--- src/rtl/control_unit_if.sv ---
// Control bundle between the sequencer and the single-bus datapath.
// The master side is the control unit; the slave side is the datapath.
interface control_unit_if;
    logic        stop;
    logic [31:0] IR_Data;
    logic        PC_enable;
    logic        PC_increment_enable;
    logic        IR_enable;
    logic        Y_enable;
    logic        Z_enable;
    logic        MAR_enable;
    logic        MDR_enable;
    logic        r_enable;
    logic        ram_enable;
    logic        read;
    logic        write;
    logic        Gra;
    logic        Grb;
    logic        BAout;
    logic        PC_select;
    logic        Z_LO_select;
    logic        MDR_select;
    logic        c_select;
    logic        r_select;
    logic [4:0]  alu_instruction;
    logic        run;
    logic        illegal;

    modport master (
        input  stop, IR_Data,
        output PC_enable, PC_increment_enable, IR_enable,
        output Y_enable, Z_enable, MAR_enable, MDR_enable,
        output r_enable, ram_enable, read, write,
        output Gra, Grb, BAout,
        output PC_select, Z_LO_select, MDR_select,
        output c_select, r_select,
        output alu_instruction, run, illegal
    );

    modport slave (
        output stop, IR_Data,
        input  PC_enable, PC_increment_enable, IR_enable,
        input  Y_enable, Z_enable, MAR_enable, MDR_enable,
        input  r_enable, ram_enable, read, write,
        input  Gra, Grb, BAout,
        input  PC_select, Z_LO_select, MDR_select,
        input  c_select, r_select,
        input  alu_instruction, run, illegal
    );
endinterface

--- src/rtl/control_unit.sv ---
// Hardwired Moore sequencer: fetch T0-T2, then an opcode-specific
// execute sequence, one step per clock.
module control_unit #(
    parameter logic [4:0] ALU_ADD = 5'b00011,
    parameter logic [4:0] ALU_AND = 5'b00101,
    parameter logic [4:0] ALU_OR  = 5'b00110
) (
    input  logic            clk,
    input  logic            reset,
    control_unit_if.master  bus
);

    typedef enum logic [3:0] {
        S_RESET, S_T0, S_T1, S_T2, S_T3,
        S_T4, S_T5, S_T6, S_T7, S_HALT
    } state_e;

    state_e state_q, state_d;

    logic [4:0] op;
    logic is_ld, is_ldi, is_st;
    logic is_addi, is_andi, is_ori;
    logic is_nop, is_halt;
    logic is_mem, is_alu, is_ldst;
    logic unused_ir;

    assign op        = bus.IR_Data[31:27];
    assign unused_ir = ^bus.IR_Data[26:0];

    assign is_ld   = (op == 5'b00000);
    assign is_ldi  = (op == 5'b00001);
    assign is_st   = (op == 5'b00010);
    assign is_addi = (op == 5'b01100);
    assign is_andi = (op == 5'b01101);
    assign is_ori  = (op == 5'b01110);
    assign is_nop  = (op == 5'b11010);
    assign is_halt = (op == 5'b11011);
    assign is_mem  = is_ld | is_ldi | is_st;
    assign is_alu  = is_addi | is_andi | is_ori;
    assign is_ldst = is_ld | is_st;

    always_ff @(posedge clk or posedge reset) begin
        if (reset) state_q <= S_RESET;
        else       state_q <= state_d;
    end

    always_comb begin
        state_d                 = state_q;
        bus.PC_enable           = 1'b0;
        bus.PC_increment_enable = 1'b0;
        bus.IR_enable           = 1'b0;
        bus.Y_enable            = 1'b0;
        bus.Z_enable            = 1'b0;
        bus.MAR_enable          = 1'b0;
        bus.MDR_enable          = 1'b0;
        bus.r_enable            = 1'b0;
        bus.ram_enable          = 1'b0;
        bus.read                = 1'b0;
        bus.write               = 1'b0;
        bus.Gra                 = 1'b0;
        bus.Grb                 = 1'b0;
        bus.BAout               = 1'b0;
        bus.PC_select           = 1'b0;
        bus.Z_LO_select         = 1'b0;
        bus.MDR_select          = 1'b0;
        bus.c_select            = 1'b0;
        bus.r_select            = 1'b0;
        bus.alu_instruction     = 5'b0;
        bus.illegal             = 1'b0;
        bus.run = (state_q != S_RESET) && (state_q != S_HALT);

        unique case (state_q)
            S_RESET: state_d = S_T0;
            S_T0: begin
                bus.PC_select  = 1'b1;
                bus.MAR_enable = 1'b1;
                state_d = bus.stop ? S_HALT : S_T1;
            end
            S_T1: begin
                bus.PC_increment_enable = 1'b1;
                bus.read                = 1'b1;
                bus.ram_enable          = 1'b1;
                bus.MDR_enable          = 1'b1;
                state_d = S_T2;
            end
            S_T2: begin
                bus.MDR_select = 1'b1;
                bus.IR_enable  = 1'b1;
                state_d = S_T3;
            end
            S_T3: begin
                unique case (1'b1)
                    is_mem: begin
                        bus.Grb      = 1'b1;
                        bus.BAout    = 1'b1;
                        bus.Y_enable = 1'b1;
                        state_d = S_T4;
                    end
                    is_alu: begin
                        bus.Grb      = 1'b1;
                        bus.r_select = 1'b1;
                        bus.Y_enable = 1'b1;
                        state_d = S_T4;
                    end
                    is_nop:  state_d = S_T0;
                    is_halt: state_d = S_HALT;
                    default: begin
                        bus.illegal = 1'b1;
                        state_d = S_T0;
                    end
                endcase
            end
            S_T4: begin
                bus.c_select = 1'b1;
                bus.Z_enable = 1'b1;
                if (is_andi)     bus.alu_instruction = ALU_AND;
                else if (is_ori) bus.alu_instruction = ALU_OR;
                else             bus.alu_instruction = ALU_ADD;
                state_d = S_T5;
            end
            S_T5: begin
                bus.Z_LO_select = 1'b1;
                if (is_ldst) begin
                    bus.MAR_enable = 1'b1;
                    state_d = S_T6;
                end else begin
                    bus.Gra      = 1'b1;
                    bus.r_enable = 1'b1;
                    state_d = S_T0;
                end
            end
            S_T6: begin
                bus.MDR_enable = 1'b1;
                if (is_ld) begin
                    bus.read       = 1'b1;
                    bus.ram_enable = 1'b1;
                end else begin
                    // st: write stays low so MDR loads from the bus
                    bus.Gra      = 1'b1;
                    bus.r_select = 1'b1;
                end
                state_d = S_T7;
            end
            S_T7: begin
                if (is_ld) begin
                    bus.MDR_select = 1'b1;
                    bus.Gra        = 1'b1;
                    bus.r_enable   = 1'b1;
                end else begin
                    bus.write      = 1'b1;
                    bus.ram_enable = 1'b1;
                end
                state_d = S_T0;
            end
            S_HALT:  state_d = S_HALT;
            default: state_d = S_RESET;
        endcase
    end

endmodule

--- src/flat_wrapper.sv ---
// flat-port wrapper written by rule: the top's interface ports become plain ports
module control_unit_flat 
#(
    parameter logic [4:0] ALU_ADD = 5'b00011,
    parameter logic [4:0] ALU_AND = 5'b00101,
    parameter logic [4:0] ALU_OR  = 5'b00110
)
  (clk, reset, bus_stop, bus_IR_Data, bus_PC_enable, bus_PC_increment_enable, bus_IR_enable, bus_Y_enable, bus_Z_enable, bus_MAR_enable, bus_MDR_enable, bus_r_enable, bus_ram_enable, bus_read, bus_write, bus_Gra, bus_Grb, bus_BAout, bus_PC_select, bus_Z_LO_select, bus_MDR_select, bus_c_select, bus_r_select, bus_alu_instruction, bus_run, bus_illegal);
  control_unit_if bus_i ();
  input  logic clk;
  input  logic reset;
  input wire logic [$bits(bus_i.stop)-1:0] bus_stop;
  input wire logic [$bits(bus_i.IR_Data)-1:0] bus_IR_Data;
  output wire logic [$bits(bus_i.PC_enable)-1:0] bus_PC_enable;
  output wire logic [$bits(bus_i.PC_increment_enable)-1:0] bus_PC_increment_enable;
  output wire logic [$bits(bus_i.IR_enable)-1:0] bus_IR_enable;
  output wire logic [$bits(bus_i.Y_enable)-1:0] bus_Y_enable;
  output wire logic [$bits(bus_i.Z_enable)-1:0] bus_Z_enable;
  output wire logic [$bits(bus_i.MAR_enable)-1:0] bus_MAR_enable;
  output wire logic [$bits(bus_i.MDR_enable)-1:0] bus_MDR_enable;
  output wire logic [$bits(bus_i.r_enable)-1:0] bus_r_enable;
  output wire logic [$bits(bus_i.ram_enable)-1:0] bus_ram_enable;
  output wire logic [$bits(bus_i.read)-1:0] bus_read;
  output wire logic [$bits(bus_i.write)-1:0] bus_write;
  output wire logic [$bits(bus_i.Gra)-1:0] bus_Gra;
  output wire logic [$bits(bus_i.Grb)-1:0] bus_Grb;
  output wire logic [$bits(bus_i.BAout)-1:0] bus_BAout;
  output wire logic [$bits(bus_i.PC_select)-1:0] bus_PC_select;
  output wire logic [$bits(bus_i.Z_LO_select)-1:0] bus_Z_LO_select;
  output wire logic [$bits(bus_i.MDR_select)-1:0] bus_MDR_select;
  output wire logic [$bits(bus_i.c_select)-1:0] bus_c_select;
  output wire logic [$bits(bus_i.r_select)-1:0] bus_r_select;
  output wire logic [$bits(bus_i.alu_instruction)-1:0] bus_alu_instruction;
  output wire logic [$bits(bus_i.run)-1:0] bus_run;
  output wire logic [$bits(bus_i.illegal)-1:0] bus_illegal;
  assign bus_i.stop = bus_stop;
  assign bus_i.IR_Data = bus_IR_Data;
  assign bus_PC_enable = bus_i.PC_enable;
  assign bus_PC_increment_enable = bus_i.PC_increment_enable;
  assign bus_IR_enable = bus_i.IR_enable;
  assign bus_Y_enable = bus_i.Y_enable;
  assign bus_Z_enable = bus_i.Z_enable;
  assign bus_MAR_enable = bus_i.MAR_enable;
  assign bus_MDR_enable = bus_i.MDR_enable;
  assign bus_r_enable = bus_i.r_enable;
  assign bus_ram_enable = bus_i.ram_enable;
  assign bus_read = bus_i.read;
  assign bus_write = bus_i.write;
  assign bus_Gra = bus_i.Gra;
  assign bus_Grb = bus_i.Grb;
  assign bus_BAout = bus_i.BAout;
  assign bus_PC_select = bus_i.PC_select;
  assign bus_Z_LO_select = bus_i.Z_LO_select;
  assign bus_MDR_select = bus_i.MDR_select;
  assign bus_c_select = bus_i.c_select;
  assign bus_r_select = bus_i.r_select;
  assign bus_alu_instruction = bus_i.alu_instruction;
  assign bus_run = bus_i.run;
  assign bus_illegal = bus_i.illegal;
  control_unit #(.ALU_ADD(ALU_ADD), .ALU_AND(ALU_AND), .ALU_OR(ALU_OR)) u_core (.clk(clk), .reset(reset), .bus(bus_i));
endmodule
--- config.mk ---
export PLATFORM = sky130hd
export DESIGN_NAME = control_unit_flat
export DESIGN_NICKNAME = d
export VERILOG_FILES = /design/src/rtl/control_unit_if.sv /design/src/rtl/control_unit.sv /design/src/flat_wrapper.sv
export SDC_FILE = /design/constraint.sdc
export NUM_CORES = 1
export LEC_CHECK = 0
export CAP_MARGIN = 25
export CORE_MARGIN = 5
export CORE_UTILIZATION = 29
export CTS_CLUSTER_DIAMETER = 30
export CTS_CLUSTER_SIZE = 20
export DETAILED_ROUTE_END_ITERATION = 8
export GPL_ROUTABILITY_DRIVEN = 0
export PLACE_DENSITY_LB_ADDON = 0.12
export SETUP_SLACK_MARGIN = 0.5
export SYNTH_ARGS = -nofsm -noshare
export SYNTH_HDL_FRONTEND = slang
export SYNTH_SLANG_ARGS = --single-unit
--- constraint.sdc ---
create_clock -name clk -period 1.6 [get_ports clk]
set_input_delay 0.16 -clock clk [delete_from_list [all_inputs] [get_ports clk]]
set_output_delay 0.16 -clock clk [all_outputs]
set_load 0.05 [all_outputs]
After elaboration in Yosys (flattened, before gate mapping)
Cells that the tools add are included.
{ "word_totals": {"ff_bits": 4, "latch_bits": 0, "ramBits": 0, "romBits": 0, "inputBits": 35, "output_inout_bits": 26, "memories": 0} }
{ "op_classes": {"n_addsub": 0, "mul": 0, "n_div": 0, "n_lt_le_gt_ge": 0, "n_eq_ne": 17, "shift": 0, "muxes": 32, "n_bitwise": 5, "reduce_logical": 8} }
{ "ops": {"columns": ["operator", "count"], "rows": [
  ["4-bit case mux with 9 select lines", 1],
  ["1-bit two-way mux", 18],
  ["4-bit by 3-bit == test with 1-bit output, second input constant", 4],
  ["5-bit by 4-bit == test with 1-bit output, second input constant", 3],
  ["5-bit == test, second input constant", 2],
  ["5-bit two-way mux", 2],
  ["1-bit case mux with 2 select lines", 5],
  ["4-bit by 2-bit == test with 1-bit output, second input constant", 2],
  ["4-bit == test, second input constant", 2],
  ["4-bit case mux with 2 select lines", 1],
  ["3-bit two-way mux", 2],
  ["1-bit case mux with 3 select lines", 2],
  ["2-bit OR reduction", 3],
  ["5-bit by 1-bit == test with 1-bit output, second input constant", 1],
  ["5-bit by 2-bit == test with 1-bit output, second input constant", 1],
  ["5-bit zero test", 1],
  ["1-bit bitwise OR", 5],
  ["4-bit by 1-bit == test with 1-bit output, second input constant", 1],
  ["4-bit zero test", 1],
  ["4-bit two-way mux", 1],
  ["4-bit inequality test, second input constant", 1],
  ["4-bit nonzero test", 1],
  ["4-bit OR reduction", 1],
  ["1-bit logical AND", 1]
]} }

Longest topological paths before layout
{ "logic_depth": {"depth_word": 6, "mapped_depth": 5} }

Least setup slack after synthesis
No wires, ideal clock.
{ "synth_timing": {"path_type": "reg-to-output", "startpoint": "reg u_core.state_q[0]", "endpoint": "out bus_PC_select", "arrival_time_ns": 2.182, "required_time_ns": 1.440, "slack_ns": -0.742, "path_stages_with_launch": 4, "path_cell_list": "dfrtp_1 buf_2 inv_1 nor4_1"} }
{ "synth_between": {"elab_chain_cells": 2} }
{ "synth_rtl": {"columns": ["element", "line_no", "source"], "rows": [
  ["from (decl)", "control_unit.sv:18", "state_e state_q, state_d;"],
  ["from (signal assigned)", "control_unit.sv:44", "else state_q <= state_d;"],
  ["4-bit by 1-bit == test with 1-bit output", "control_unit.sv:72", "unique case (state_q)"],
  ["1-bit two-way mux", "control_unit.sv:72", null],
  ["to (decl)", "flat_wrapper.sv:28", "output wire logic [$bits(bus_i.PC_select)-1:0] bus_PC_select;"]
]} }
Every way passes these cells.

Final worst setup path
{ "layout_timing": {"startpoint": "reg u_core.state_q[1]", "endpoint": "out bus_r_enable"} }
{ "layout_between": {"elab_chain_cells": 2} }
{ "layout_rtl": {"columns": ["element", "line_no", "source"], "rows": [
  ["4-bit == test / 4-bit by 3-bit == test with 1-bit output (equally long branches)", "control_unit.sv:72", null],
  ["1-bit case mux with 2 select lines *", "control_unit.sv:72", null],
  ["to (decl)", "flat_wrapper.sv:21", "output wire logic [$bits(bus_i.r_enable)-1:0] bus_r_enable;"]
]} }
Mark *: on every way between the ends. The rest lies on a longest branch, timed or not.

==> metrics.md <==
| Metric | Value |
|---|---|
| Outcome | `finished with violations` |
| Violated checks | `negative setup slack` |
| P&R area growth vs syn | `193.6%` |
| Sequential fraction of the synthesis area | `16.60%` |
| Sequential share of power | `28.6%` |
| Max reg flops | `4` |
| Critical path startpoint | `u_core.state_q[1]` |
| Layout Nets | `185` |
| First-pass iteration count of the detailed router | `4` |
| Vias in the first global route | `1039` |
| RSZ-0062 raised after global routing | `yes` |
| DRT iter0 DRCs | `26` |
| Startpoint types | `flip-flop` |
| Clk pwr share | `41.1%` |
| First-pass GRT wire length | `5271 µm` |
| CTS buffer count | `3` |
| Initial core utilization | `30.43%` |
| Row cnt | `16` |
| Post-Syn Area per Cell | `6.776 µm²` |
| Flops & latches, synth | `4` |
| Worst-path fanout max | `6` |
| Worst EP required | `1.44 ns` |
| Reg2reg end | `u_core.state_q[1]` |
| Sink Count | `4` |
| Final Instance Area | `1770 µm²` |
| H-tree depth | `1` |
| Post-Synthesis Cells | `89` |
| Slew Viols, Final | `0` |
| Final clock skew | `0.001360 ns` |
| N_diodes | `0` |
| Final hold slack | `0.09379 ns` |
| Io pins | `61` |
| Reg-to-reg critical path startpoint | `u_core.state_q[2]` |
| Leakage | `0.6774 nW` |
| Via density | `5.426` |
| Fmax | `0.5929 GHz` |
| CP Capture Type | `output port` |
| Total track usage | `21.28%` |
| Fin crit share | `105.4%` |
| Via count | `955` |
| Die X | `55.60 µm` |
| Dpl ws | `-0.3006 ns` |
| Data arrival, critical path | `1.53 ns` |
| Clk slew on worst S/H paths | `0.04 ns` |
| CTS tree | `done` |
| Total negative slack | `-0.5617 ns` |
| Fin crit period | `1.687 ns` |
| Wire per inst | `18.97 µm` |
| Synthesized area | `603.1 µm²` |
| Sw Share | `33.13%` |
| Psw | `0.0001176 W` |
| Post-CTS Hold Fix Bufs | `0` |
| CORE AREA | `1982 µm²` |
| Area of the multi-input gates | `757.0 µm²` |
| Die ar. | `3091 µm²` |
| Comb pwr share | `30.2%` |
| DIE HEIGHT | `55.60 µm` |
| GR Overflow Total | `0` |
| Min-delay worst type | `in -> async` |
| Initial antenna violation count | `0` |
| Maxcap violations | `0` |
| DRT Wirelength | `3338 µm` |
| HPWL Detailed | `1850 µm` |
| Reg with most FFs | `u_core.state_q` |
| Largest net degree at the start of global routing | `10` |
| DRC Markers | `0` |
| Worst r2r path cells | `4` |
| Post-route setup slack | `-0.08651 ns` |
| Final Hold Vio Count | `0` |
| Biggest regs | `u_core.state_q (4)` |
| Detail Route Antenna Nets | `0` |
| Warnings, synthesis | `0` |
| Clock Latency Late Sink | `0.24 ns` |
| Count of cell types in the netlist | `38` |
| Worst-case clock buffer depth | `2` |
| Flop2flop setup slack | `0.29 ns` |
| Layout cells sized above 1 | `73.15%` |
| FF/Latch Area | `105.1 µm²` |
| WS Path Type | `reg -> out` |
| # setup viols final | `12` |
| Cell Int Power | `0.0002373 W` |
| Power density over the cells | `200.4 nW/µm²` |
| IO Port Bufs | `30` |
| Fill cell total of the finished layout | `75` |
| Root Buffer | `clkbuf_4` |
| Peak supply drop | `0.4054 mV` |
| DP Area | `1495 µm²` |
## what timing repair did
action,4_1_cts,5_1_grt
gates cloned,0,0
setup endpoints to repair,27,27
buffers inserted,14,1
pin swaps,15,8
resized for setup,39,9
## logic make-up (layout without fill, tap and decap cells)
group,after synthesis,in the layout,share of synthesized area (%)
simple gates,43,43,41.50
buf+inv,18,76,14.73
flops,4,4,16.60
other cells,1,3,0.6218
compound gates,20,20,22.20
xor+xnor,3,3,4.358
## power by group through the flow
| stage | logic, W | registers (W) | clock network, W |
|---|---|---|---|
| floorplan | 0.0000614 | 0.000103 | 0 |
| global placement | 0.0000994 | 0.000103 | 0 |
| detailed placement | 0.000102 | 0.000103 | 0 |
| CTS | 0.000102 | 0.000102 | 0.000153 |
| global route | 0.000112 | 0.000101 | 0.000169 |
| finish | 0.000107 | 0.000102 | 0.000146 |
## layout make-up
| cell class | count | share of cell area [%] |
|---|---|---|
| clock buffers | 4 | 1.484 |
| inverters | 7 | 1.696 |
| multi-input cells | 69 | 42.76 |
| flip-flops and latches | 4 | 5.936 |
| well taps | 27 | 1.908 |
| repair buffers | 65 | 46.22 |
## Yosys cell counts (all sizes together)
cell,n,area (µm²)
a21boi,1,7.510
a21oi,3,15.01
a31oi,2,12.51
a32o,1,10.01
a32oi,1,8.760
a41oi,1,8.760
and2,1,6.260
and3,1,6.260
and3b,1,8.760
and4b,1,10.01
buf,8,51.30
clkbuf,3,11.26
conb,1,3.750
dfrtp,4,100.1
inv,7,26.28
nand2,4,15.01
nand2b,3,18.77
nand3,1,5.000
nand3b,2,15.01
nand4,3,18.77
nor2,10,37.54
nor2b,6,37.54
nor3,4,20.02
nor3b,2,15.01
nor4,2,18.77
o211ai,1,7.510
o21ai,6,30.02
o31a,1,8.760
o31ai,1,7.510
o32ai,2,17.52
or3,1,6.260
or4,1,11.26
xnor2,2,17.52
xor2,1,8.760
## critical path, cell delays in order (launching register included)
cell and delay (ns):
dfrtp_2 0.48, nor2_1 0.25, nand4_1 0.19, a21oi_4 0.21, buf_12 0.15
## stage by stage
| step | std cells | power [W] | utilization (%) |
|---|---|---|---|
| after floorplan | 91 | 0.0001644 | - |
| final | 176 | 0.0003548 | 89.33 |
| after global routing | 176 | 0.0003825 | 89.33 |
| after CTS | 175 | 0.0003560 | 86.68 |
| after global placement | 157 | 0.0002024 | 75.44 |
| after detailed placement | 157 | 0.0002053 | 75.44 |
## layer usage
layer  wire length (µm)  GRT usage (%)
met5                  0              0
met4                111          7.986
met3                161          3.248
met2               1820          39.02
met1               1245          24.48
## worst max-delay path by stage
| stage | cells after the start | end |
|---|---|---|
| finish | 4 | bus_r_enable |
| global route | 4 | bus_r_enable |
| CTS | 5 | bus_Gra |
| detailed placement | 6 | bus_ram_enable |
| global placement | 6 | bus_ram_enable |
| floorplan | 5 | bus_Y_enable |
## cells in the final DEF (no fill, tap or decap), types with 2 or more instances in the layout
cell type        count
nor4_4               2
nor2_1               4
clkbuf_4             3
a21oi_1              2
nand3b_1             2
nand2b_4             2
nor2b_4              4
nand2_4              2
buf_4               24
o21ai_4              2
buf_12              23
dfrtp_2              4
nand4_1              3
clkdlybuf4s50_1      2
nor3_4               4
nor3b_4              2
o21ai_1              2
inv_1                5
o21ai_0              2
nor2_4               5
buf_2                3
a31oi_4              2
buf_6               11
conb_1               3
No activity file was read; power rests on OpenSTA's default activity.
